[src/rtl/key_scan.sv]
`default_nettype none
// =============================================================================
// key_scan : 4x4 active-low key matrix scanner with frame debounce and
//            row-0 game-key encoder driving state_no.
// Revision : 1.0
// =============================================================================
module key_scan #(
    parameter int SCAN_DIV       = 50000,
    parameter int DEBOUNCE_SCANS = 16
) (
    input  logic       clk,
    input  logic       rst,
    input  logic [3:0] col,
    output logic [3:0] row,
    output logic       key_valid,
    output logic [3:0] key_code,
    output logic [5:0] state_no
);

    localparam int                   c_dwell_w    = $clog2(SCAN_DIV);
    localparam logic [c_dwell_w-1:0] c_dwell_last = c_dwell_w'(SCAN_DIV - 1);
    localparam logic [c_dwell_w-1:0] c_dwell_one  = c_dwell_w'(1);
    localparam logic [7:0]           c_deb_thresh = 8'(DEBOUNCE_SCANS);
    localparam logic [7:0]           c_cnt_max    = 8'd255;

    typedef enum logic [1:0] {
        ROW0 = 2'd0,
        ROW1 = 2'd1,
        ROW2 = 2'd2,
        ROW3 = 2'd3
    } row_state_e;

    // Column synchroniser
    logic [3:0]           col_meta_q;
    logic [3:0]           col_sync_q;

    // Row scan FSM
    row_state_e           state_q;
    logic [c_dwell_w-1:0] dwell_q;
    logic [3:0]           row_q;

    // Rows 0..2 of the frame in progress; row 3 joins combinationally at frame end
    logic [11:0]          snapshot_q;

    // Debounce state
    logic [15:0]          prev_q,   prev_d;
    logic [15:0]          deb_q,    deb_d;
    logic [7:0]           stable_q, stable_d;

    // Registered outputs
    logic                 key_valid_q, key_valid_d;
    logic [3:0]           key_code_q,  key_code_d;
    logic [5:0]           state_no_q,  state_no_d;

    logic [3:0]           w_pressed;
    logic                 w_sample;
    logic                 w_frame_end;
    logic [15:0]          w_frame;
    logic [15:0]          w_press;
    logic [3:0]           w_low_idx;
    logic                 w_commit;

    function automatic logic [5:0] f_encode(input logic [3:0] k);
        if (k[0]) return 6'd1;
        if (k[1]) return 6'd2;
        if (k[2]) return 6'd3;
        if (k[3]) return 6'd4;
        return 6'd0;
    endfunction

    always_ff @(posedge clk or posedge rst) begin
        if (rst) begin
            col_meta_q <= 4'b1111;
            col_sync_q <= 4'b1111;
        end else begin
            col_meta_q <= col;
            col_sync_q <= col_meta_q;
        end
    end

    assign w_pressed   = ~col_sync_q;
    assign w_sample    = (dwell_q == c_dwell_last);
    assign w_frame_end = w_sample && (state_q == ROW3);
    assign w_frame     = {w_pressed, snapshot_q};

    always_ff @(posedge clk or posedge rst) begin
        if (rst) begin
            state_q    <= ROW0;
            dwell_q    <= '0;
            row_q      <= 4'b1110;
            snapshot_q <= '0;
        end else if (w_sample) begin
            dwell_q <= '0;
            case (state_q)
                ROW0: begin
                    snapshot_q[3:0] <= w_pressed;
                    state_q         <= ROW1;
                    row_q           <= 4'b1101;
                end
                ROW1: begin
                    snapshot_q[7:4] <= w_pressed;
                    state_q         <= ROW2;
                    row_q           <= 4'b1011;
                end
                ROW2: begin
                    snapshot_q[11:8] <= w_pressed;
                    state_q          <= ROW3;
                    row_q            <= 4'b0111;
                end
                default: begin
                    state_q <= ROW0;
                    row_q   <= 4'b1110;
                end
            endcase
        end else begin
            dwell_q <= dwell_q + c_dwell_one;
        end
    end

    always_comb begin
        prev_d   = prev_q;
        deb_d    = deb_q;
        stable_d = stable_q;
        w_commit = 1'b0;
        if (w_frame_end) begin
            if (w_frame == prev_q) begin
                stable_d = (stable_q == c_cnt_max) ? c_cnt_max : stable_q + 8'd1;
            end else begin
                stable_d = 8'd1;
            end
            prev_d   = w_frame;
            w_commit = (stable_d >= c_deb_thresh) && (w_frame != deb_q);
            if (w_commit) begin
                deb_d = w_frame;
            end
        end
    end

    // Only keys newly closed relative to the committed vector count as presses
    assign w_press = w_frame & ~deb_q;

    always_comb begin
        w_low_idx = '0;
        for (int i = 15; i >= 0; i--) begin
            if (w_press[i]) begin
                w_low_idx = 4'(i);
            end
        end
    end

    always_comb begin
        key_valid_d = w_commit && (w_press != 16'h0);
        key_code_d  = key_valid_d ? w_low_idx : key_code_q;
        state_no_d  = w_commit ? f_encode(w_frame[3:0]) : state_no_q;
    end

    always_ff @(posedge clk or posedge rst) begin
        if (rst) begin
            prev_q      <= '0;
            deb_q       <= '0;
            stable_q    <= '0;
            key_valid_q <= 1'b0;
            key_code_q  <= '0;
            state_no_q  <= '0;
        end else begin
            prev_q      <= prev_d;
            deb_q       <= deb_d;
            stable_q    <= stable_d;
            key_valid_q <= key_valid_d;
            key_code_q  <= key_code_d;
            state_no_q  <= state_no_d;
        end
    end

    assign row       = row_q;
    assign key_valid = key_valid_q;
    assign key_code  = key_code_q;
    assign state_no  = state_no_q;

endmodule
`default_nettype wire

[config.mk]
export PLATFORM = sky130hd
export DESIGN_NAME = key_scan
export DESIGN_NICKNAME = d
export VERILOG_FILES = /design/src/rtl/key_scan.sv
export SDC_FILE = /design/constraint.sdc
export NUM_CORES = 1
export LEC_CHECK = 0
export ABC_CLOCK_PERIOD_IN_PS = 3700
export CAP_MARGIN = 20
export CORE_UTILIZATION = 40
export CTS_CLUSTER_DIAMETER = 80
export DETAILED_ROUTE_END_ITERATION = 8
export GPL_TIMING_DRIVEN = 0
export HOLD_SLACK_MARGIN = 0.03
export PLACE_DENSITY = 0.61
export SLEW_MARGIN = 40
export SYNTH_ARGS = -nofsm -noshare
export SYNTH_HDL_FRONTEND = slang
export SYNTH_SLANG_ARGS = --single-unit
[constraint.sdc]
create_clock -name clk -period 3.7 [get_ports clk]
set_clock_uncertainty 0.05 [all_clocks]
set_input_delay 0.555 -clock clk [delete_from_list [all_inputs] [get_ports clk]]
set_output_delay 0.555 -clock clk [all_outputs]
set_load 0.03 [all_outputs]
== Yosys cells after proc, flatten, opt, wreduce, memory -nomap -nowiden ==
Cells that the tools add are included.

* Register bits: 93
* Input bits: 6
* Output and inout bits: 15
* Word-level logic and storage cells: 77

* Add/subtract/negate cells: 2
* $lt $le $gt $ge: 1
* Eq/ne operators: 7
* Muxes and demuxes: 41
* Bitwise logic cells: 3
* Reductions and logical operators: 9

{| class="wikitable"
|+ Operator list
! operator !! number
|-
| 4-bit two-way mux || 16
|-
| 6-bit two-way mux || 8
|-
| 8-bit two-way mux || 3
|-
| 16-bit by 1-bit adder with 16-bit output (second input constant) || 1
|-
| 16-bit bitwise AND || 1
|-
| 16-bit == test || 1
|-
| 16-bit == test (second input constant) || 1
|-
| 16-bit two-way mux || 1
|-
| 16-bit inequality test || 1
|-
| 16-bit NOT || 1
|-
| 16-bit nonzero test || 1
|-
| 4-bit one-hot mux with 3 select lines || 1
|-
| 1-bit two-way mux || 11
|-
| 8-bit by 1-bit adder with 8-bit output (second input constant) || 1
|-
| 8-bit == test (second input constant) || 1
|-
| 8-bit by 5-bit >= comparator with 1-bit output (second input constant) || 1
|-
| 2-bit AND reduction || 4
|-
| 2-bit one-hot mux with 3 select lines || 1
|-
| 2-bit == test (second input constant) || 2
|-
| 4-bit NOT || 1
|-
| 1-bit logical AND || 3
|-
| 2-bit by 1-bit == test with 1-bit output (second input constant) || 1
|-
| 2-bit zero test || 1
|}

== Logic depth before layout (Yosys ltp) ==
* Word-level depth: 18
* Mapped depth: 10
* Gate-level depth less buffers: 8

== Worst setup path after synthesis ==
OpenSTA, ideal clock, no wires.

* Path type: reg-to-reg
* Start: register dwell_q[4]
* End: register deb_q[0]
* Library setup time: 0.125 ns
* Arrival time: 2.625 ns
* Required time: 3.525 ns
* Path slack: 0.899 ns
* Stages on the path, launching flop included: 10
* Buffers on the path: 3
* Period minus slack after synthesis: 2.801 ns
* Path through: dfrtp_1 -> or4b_4 -> nor4_4 -> nand2_1 -> or3_1 -> buf_2 -> or3_1 -> buf_6 -> buf_6 -> mux2_4

* Word-level cells in the longest chain between the ends: 3

{| class="wikitable"
|+ Ends and longest elaborated chain
! item !! RTL line !! text
|-
| from (decl) || 39 || <nowiki>logic [c_dwell_w-1:0] dwell_q;</nowiki>
|-
| from (signal assigned) || 116 || <nowiki>dwell_q <= dwell_q + c_dwell_one;</nowiki>
|-
| 16-bit == test || 82 || <nowiki>assign w_sample = (dwell_q == c_dwell_last);</nowiki>
|-
| 1-bit logical AND || 83 || <nowiki>assign w_frame_end = w_sample && (state_q == ROW3);</nowiki>
|-
| 2-bit AND reduction (no line) || n/a ||
|-
| to (signal assigned) || 160 || <nowiki>deb_q <= '0;</nowiki>
|-
| to (signal assigned) || 167 || <nowiki>deb_q <= deb_d;</nowiki>
|-
| to (decl) || 47 || <nowiki>logic [15:0] deb_q, deb_d;</nowiki>
|}

Every way passes these cells.
A chain may end at the register's enable or synchronous reset.

== Worst setup path in the final report ==
* Start: register dwell_q[11]
* End: register key_code_q[1], in the netlist key_code[1]

* Word-level cells in the longest chain between the ends: 4

{| class="wikitable"
|+ Ends and longest elaborated chain
! item !! RTL line !! text
|-
| 16-bit == test || 82 ||
|-
| 1-bit logical AND || 83 ||
|-
| 1-bit two-way mux || 125 || <nowiki>if (w_frame_end) begin</nowiki>
|-
| 1-bit logical AND || 152 || <nowiki>key_valid_d = w_commit && (w_press != 16'h0);</nowiki>
|-
| to (signal assigned) || 170 || <nowiki>key_code_q <= key_code_d;</nowiki>
|-
| to (decl) || 52 || <nowiki>logic [3:0] key_code_q, key_code_d;</nowiki>
|}

Every way passes these cells.

==> summary.txt <==
Status
  – Outcome: complete, no violations

Clock network
  – H-Tree Depth: 3
  – CTS Buf Count: 9
  – Clk buf depth: 2
  – Post-CTS Setup Bufs: 0
  – Worst skew pair latency: around 360 ps
  – Clk slew on worst S/H paths: around 100 ps
  – Root Buffer: clkbuf_8
  – # hold bufs at CTS: 0
  – CTS sink count: 90
  – CTS tree: built
  – Cts repair resizes: 0

Global route
  – GR Util All Layers: between 10% and 20%
  – Vias in the first global route: roughly 2,900
  – Initial antenna violation count: 0
  – GRT Residual Overflow: 0
  – Global-route wire length before repair: around 15,000 µm
  – Pin count of the biggest net entering global routing: 47

Hold path
  – Worst hold path endpoint: col_sync_q[0]$_DFF_PP1_
  – HP Start: col_meta_q[0]$_DFF_PP1_
  – Hold crit path type: flip-flop to flip-flop
  – Hold depth: 0

Critical path
  – Critical Path Fanout Max: 10
  – Worst R2R Path Depth: 5
  – Critical path launch point type: flip-flop
  – Reg2reg start: dwell_q[11]$_DFF_PP0_
  – Internal reg-to-reg setup slack: roughly 410 ps
  – Slowest cell delay on critical path: around 700 ps
  – Slowest cell on the critical path: or4b_2
  – CP top delay family: simple AND/OR/NAND/NOR gates
  – Most Frequent Cell on Critical Path: nor4_1
  – Worst Path Required: approximately 4000 ps
  – Worst Setup Path Type: flip-flop to flip-flop
  – Setup crit end kind: flip-flop
  – Crit-path cells: or4b_2, nor4_1, nand2_1, nor4_1, mux2_2
  – R2R Path End: key_code[1]$_DFFE_PP0P_
  – WP data arrival: about 3500 ps
  – Bufs and invs on worst path: 0

Detailed routing
  – Vias: between 3,000 and 4,000
  – Wire length per cell: ~14 µm
  – Post-Route WL: roughly 8600 µm
  – Routed Antenna Nets: 0
  – Pre-antenna DRT Iters: 4
  – Iter 0 DRT Violations: approximately 150
  – Avg Vias per Cell: approximately 5
  – DRC viols: 0

Placed design
  – Detail Placement HPWL: 6140 µm
  – IO buf count: 17
  – Placed standard-cell area: ~0.0048 mm²
  – Placed insts: about 600
  – Pre-CTS setup slack: between 300 and 400 ps
  – Gpl congestion: about 0.79

Floorplanning
  – Vert. Die Dim: around 110 µm
  – Ports: 21
  – Core footprint: 0.0108 mm²
  – DIE WIDTH: 107 µm
  – Site row count: 38
  – Die ar.: between 0.01 and 0.015 mm²
  – Starting Density: between 40 and 50%

Timing
  – Fmax: between 0.3 and 0.4 GHz
  – RSZ-0062 raised after global routing: no
  – Slew @ Worst Pin: just under 800 ps
  – Rel. slew slack: a little under half
  – Final Cycle Share: 88.9%
  – Final Setup Violations: 0
  – Final worst slack: slightly above 400 ps
  – Min Tclk post-route: approximately 3300 ps
  – Final Hold Vio Count: 0
  – Final Slew Violations: 0

Power
  – Peak VDD IR: approximately 220 µV
  – Power Total: 1.87 mW
  – Power per cell area: between 300 and 400 mW/mm²
  – Leak pwr: between 2 and 2.5 nW

Final layout
  – Fill cells: 1,026
  – Layout cells sized above 1: about 11%
  – Final net count: slightly below 500
  – Multi-input gate area: 0.00197 mm²
  – Layout Cells excl Fill: a little over 600
  – Flip-flop and latch area: about 0.0023 mm²
  – Layout area overhead: 14.5%
  – Ant. Diodes: 0
  – Fin area: ~0.005 mm²

Synth
  – Synth Instances: between 400 and 500
  – Avg Cell Area, Syn: between 10 and 15 µm²
  – Register area share after synthesis: slightly above 50%
  – Mapped cell area: around 0.0044 mm²
  – Synthesized flop and latch total: 90
  – Warnings from Yosys: 0
  – Unique masters post-synth: between 40 and 50

Flow run
  – Maxcap violations: 0
[sequential cells by signal, indices dropped and copies added (netlist names)]
name	flops
col_sync_q	4
stable_q	8
key_code	4
state_no	3
prev_q	16
deb_q	16
row	4
snapshot_q	12
col_meta_q	4
key_valid	1
dwell_q	16
state_q	2
[worst reg2reg max path: cells and delay by family (launching register included)]
kind / cells / cell delay, ps
muxes: 1 / 400
DFF: 1 / 440
and+or+nand+nor: 4 / 2290
[power by group]
part,leakage [nW],internal (mW),switching (mW)
Combinational,1.09,0.0177,0.0335
Clock,0.120,0.455,0.366
Sequential,1.20,0.991,0.00770
[logic make-up (layout without fill, tap and decap cells)]
group                      count (synthesis)  after routing  synth area share (%)
and+or+nand+nor                          167            167                  18.6
DFF                                       90             90                  51.2
AOI/OAI and AO/OA                         55             55                  6.96
buffers and inverters                     45             79                  4.44
xor gates and xnor gates                  31             31                  6.14
adders and majority gates                 25             25                  7.07
muxes                                     21             21                  5.52
other                                      1              3                0.0848
[metrics by stage]
step | TNS [ps] | utilization (%) | hold WS (ps)
final | 0 | 46.9 | 309
after global routing | 0 | 46.9 | 314
after CTS | 0 | 46.9 | 311
after detailed placement | 0 | 44.6 | 297
after global placement | -49340 | 44.2 | 296
after floorplan | 0 | - | 295
[layer usage]
metal  routed length, µm  global-route usage [%]
met5                   0                       0
met4                  32                    4.11
met3                 224                    4.01
met2                3980                    25.7
met1                4320                    23.8
[area by class of cell]
| type | count | area share (%) |
|---|---|---|
| Clock buffer | 9 | 2.45 |
| Sequential cell | 90 | 44.8 |
| Multi-Input combinational cell | 302 | 39.0 |
| Timing Repair Buffer | 18 | 3.91 |
| Inverter | 31 | 2.40 |
| Tap cell | 140 | 3.46 |
| Buffer | 14 | 1.58 |
| Clock inverter | 7 | 2.45 |
[cells in the mapped netlist, drive strengths merged]
master | number | share of area (%)
a211oi | 2 | 0.34
a21oi | 12 | 1.4
a31oi | 4 | 0.57
and2 | 1 | 0.14
and3 | 5 | 0.71
buf | 7 | 1.2
clkbuf | 7 | 0.59
conb | 1 | 0.085
dfrtp | 79 | 45
dfstp | 11 | 6.5
ha | 25 | 7.1
inv | 31 | 2.6
mux2 | 15 | 4.2
mux2i | 6 | 1.4
nand2 | 76 | 6.4
nand2b | 1 | 0.14
nand3 | 11 | 1.2
nand4 | 8 | 1.1
nand4b | 1 | 0.20
nand4bb | 2 | 0.51
nor2 | 31 | 2.6
nor2b | 1 | 0.14
nor3 | 3 | 0.34
nor3b | 1 | 0.17
nor4 | 13 | 2.2
nor4b | 2 | 0.40
nor4bb | 1 | 0.23
o21ai | 30 | 3.4
o2bb2ai | 2 | 0.40
o311a | 1 | 0.23
o31ai | 4 | 0.68
or3 | 3 | 0.42
or4 | 3 | 0.51
or4b | 3 | 0.76
or4bb | 1 | 0.25
xnor2 | 9 | 1.8
xor2 | 22 | 4.4
[worst max path at each step]
| stage | start | end | slack, ps | cells past startpoint |
|---|---|---|---|---|
| 2_1_floorplan | rst | deb_q[0]$_DFFE_PP0P_ | 780 | 1 |
| 3_3_place_gp | rst | stable_q[6]$_DFFE_PP0P_ | -630 | 2 |
| 3_5_place_dp | dwell_q[11]$_DFF_PP0_ | key_code[1]$_DFFE_PP0P_ | 400 | 5 |
| 4_1_cts | dwell_q[11]$_DFF_PP0_ | key_code[1]$_DFFE_PP0P_ | 390 | 5 |
| 5_1_grt | dwell_q[11]$_DFF_PP0_ | key_code[1]$_DFFE_PP0P_ | 270 | 5 |
| 6_report | dwell_q[11]$_DFF_PP0_ | key_code[1]$_DFFE_PP0P_ | 410 | 5 |
[layout by cell type (no fill, tap or decap), drive strengths merged, types with 12 or more instances in the layout]
cell | Yosys | routed
nor2 | 31 | 31
clkdlybuf4s50 | 0 | 17
a21oi | 12 | 12
mux2 | 15 | 15
dfrtp | 79 | 79
nor4 | 13 | 13
nand2 | 76 | 76
clkbuf | 7 | 16
xor2 | 22 | 22
ha | 25 | 25
o21ai | 30 | 30
inv | 31 | 33
No activity file was read; power rests on OpenSTA's default activity.
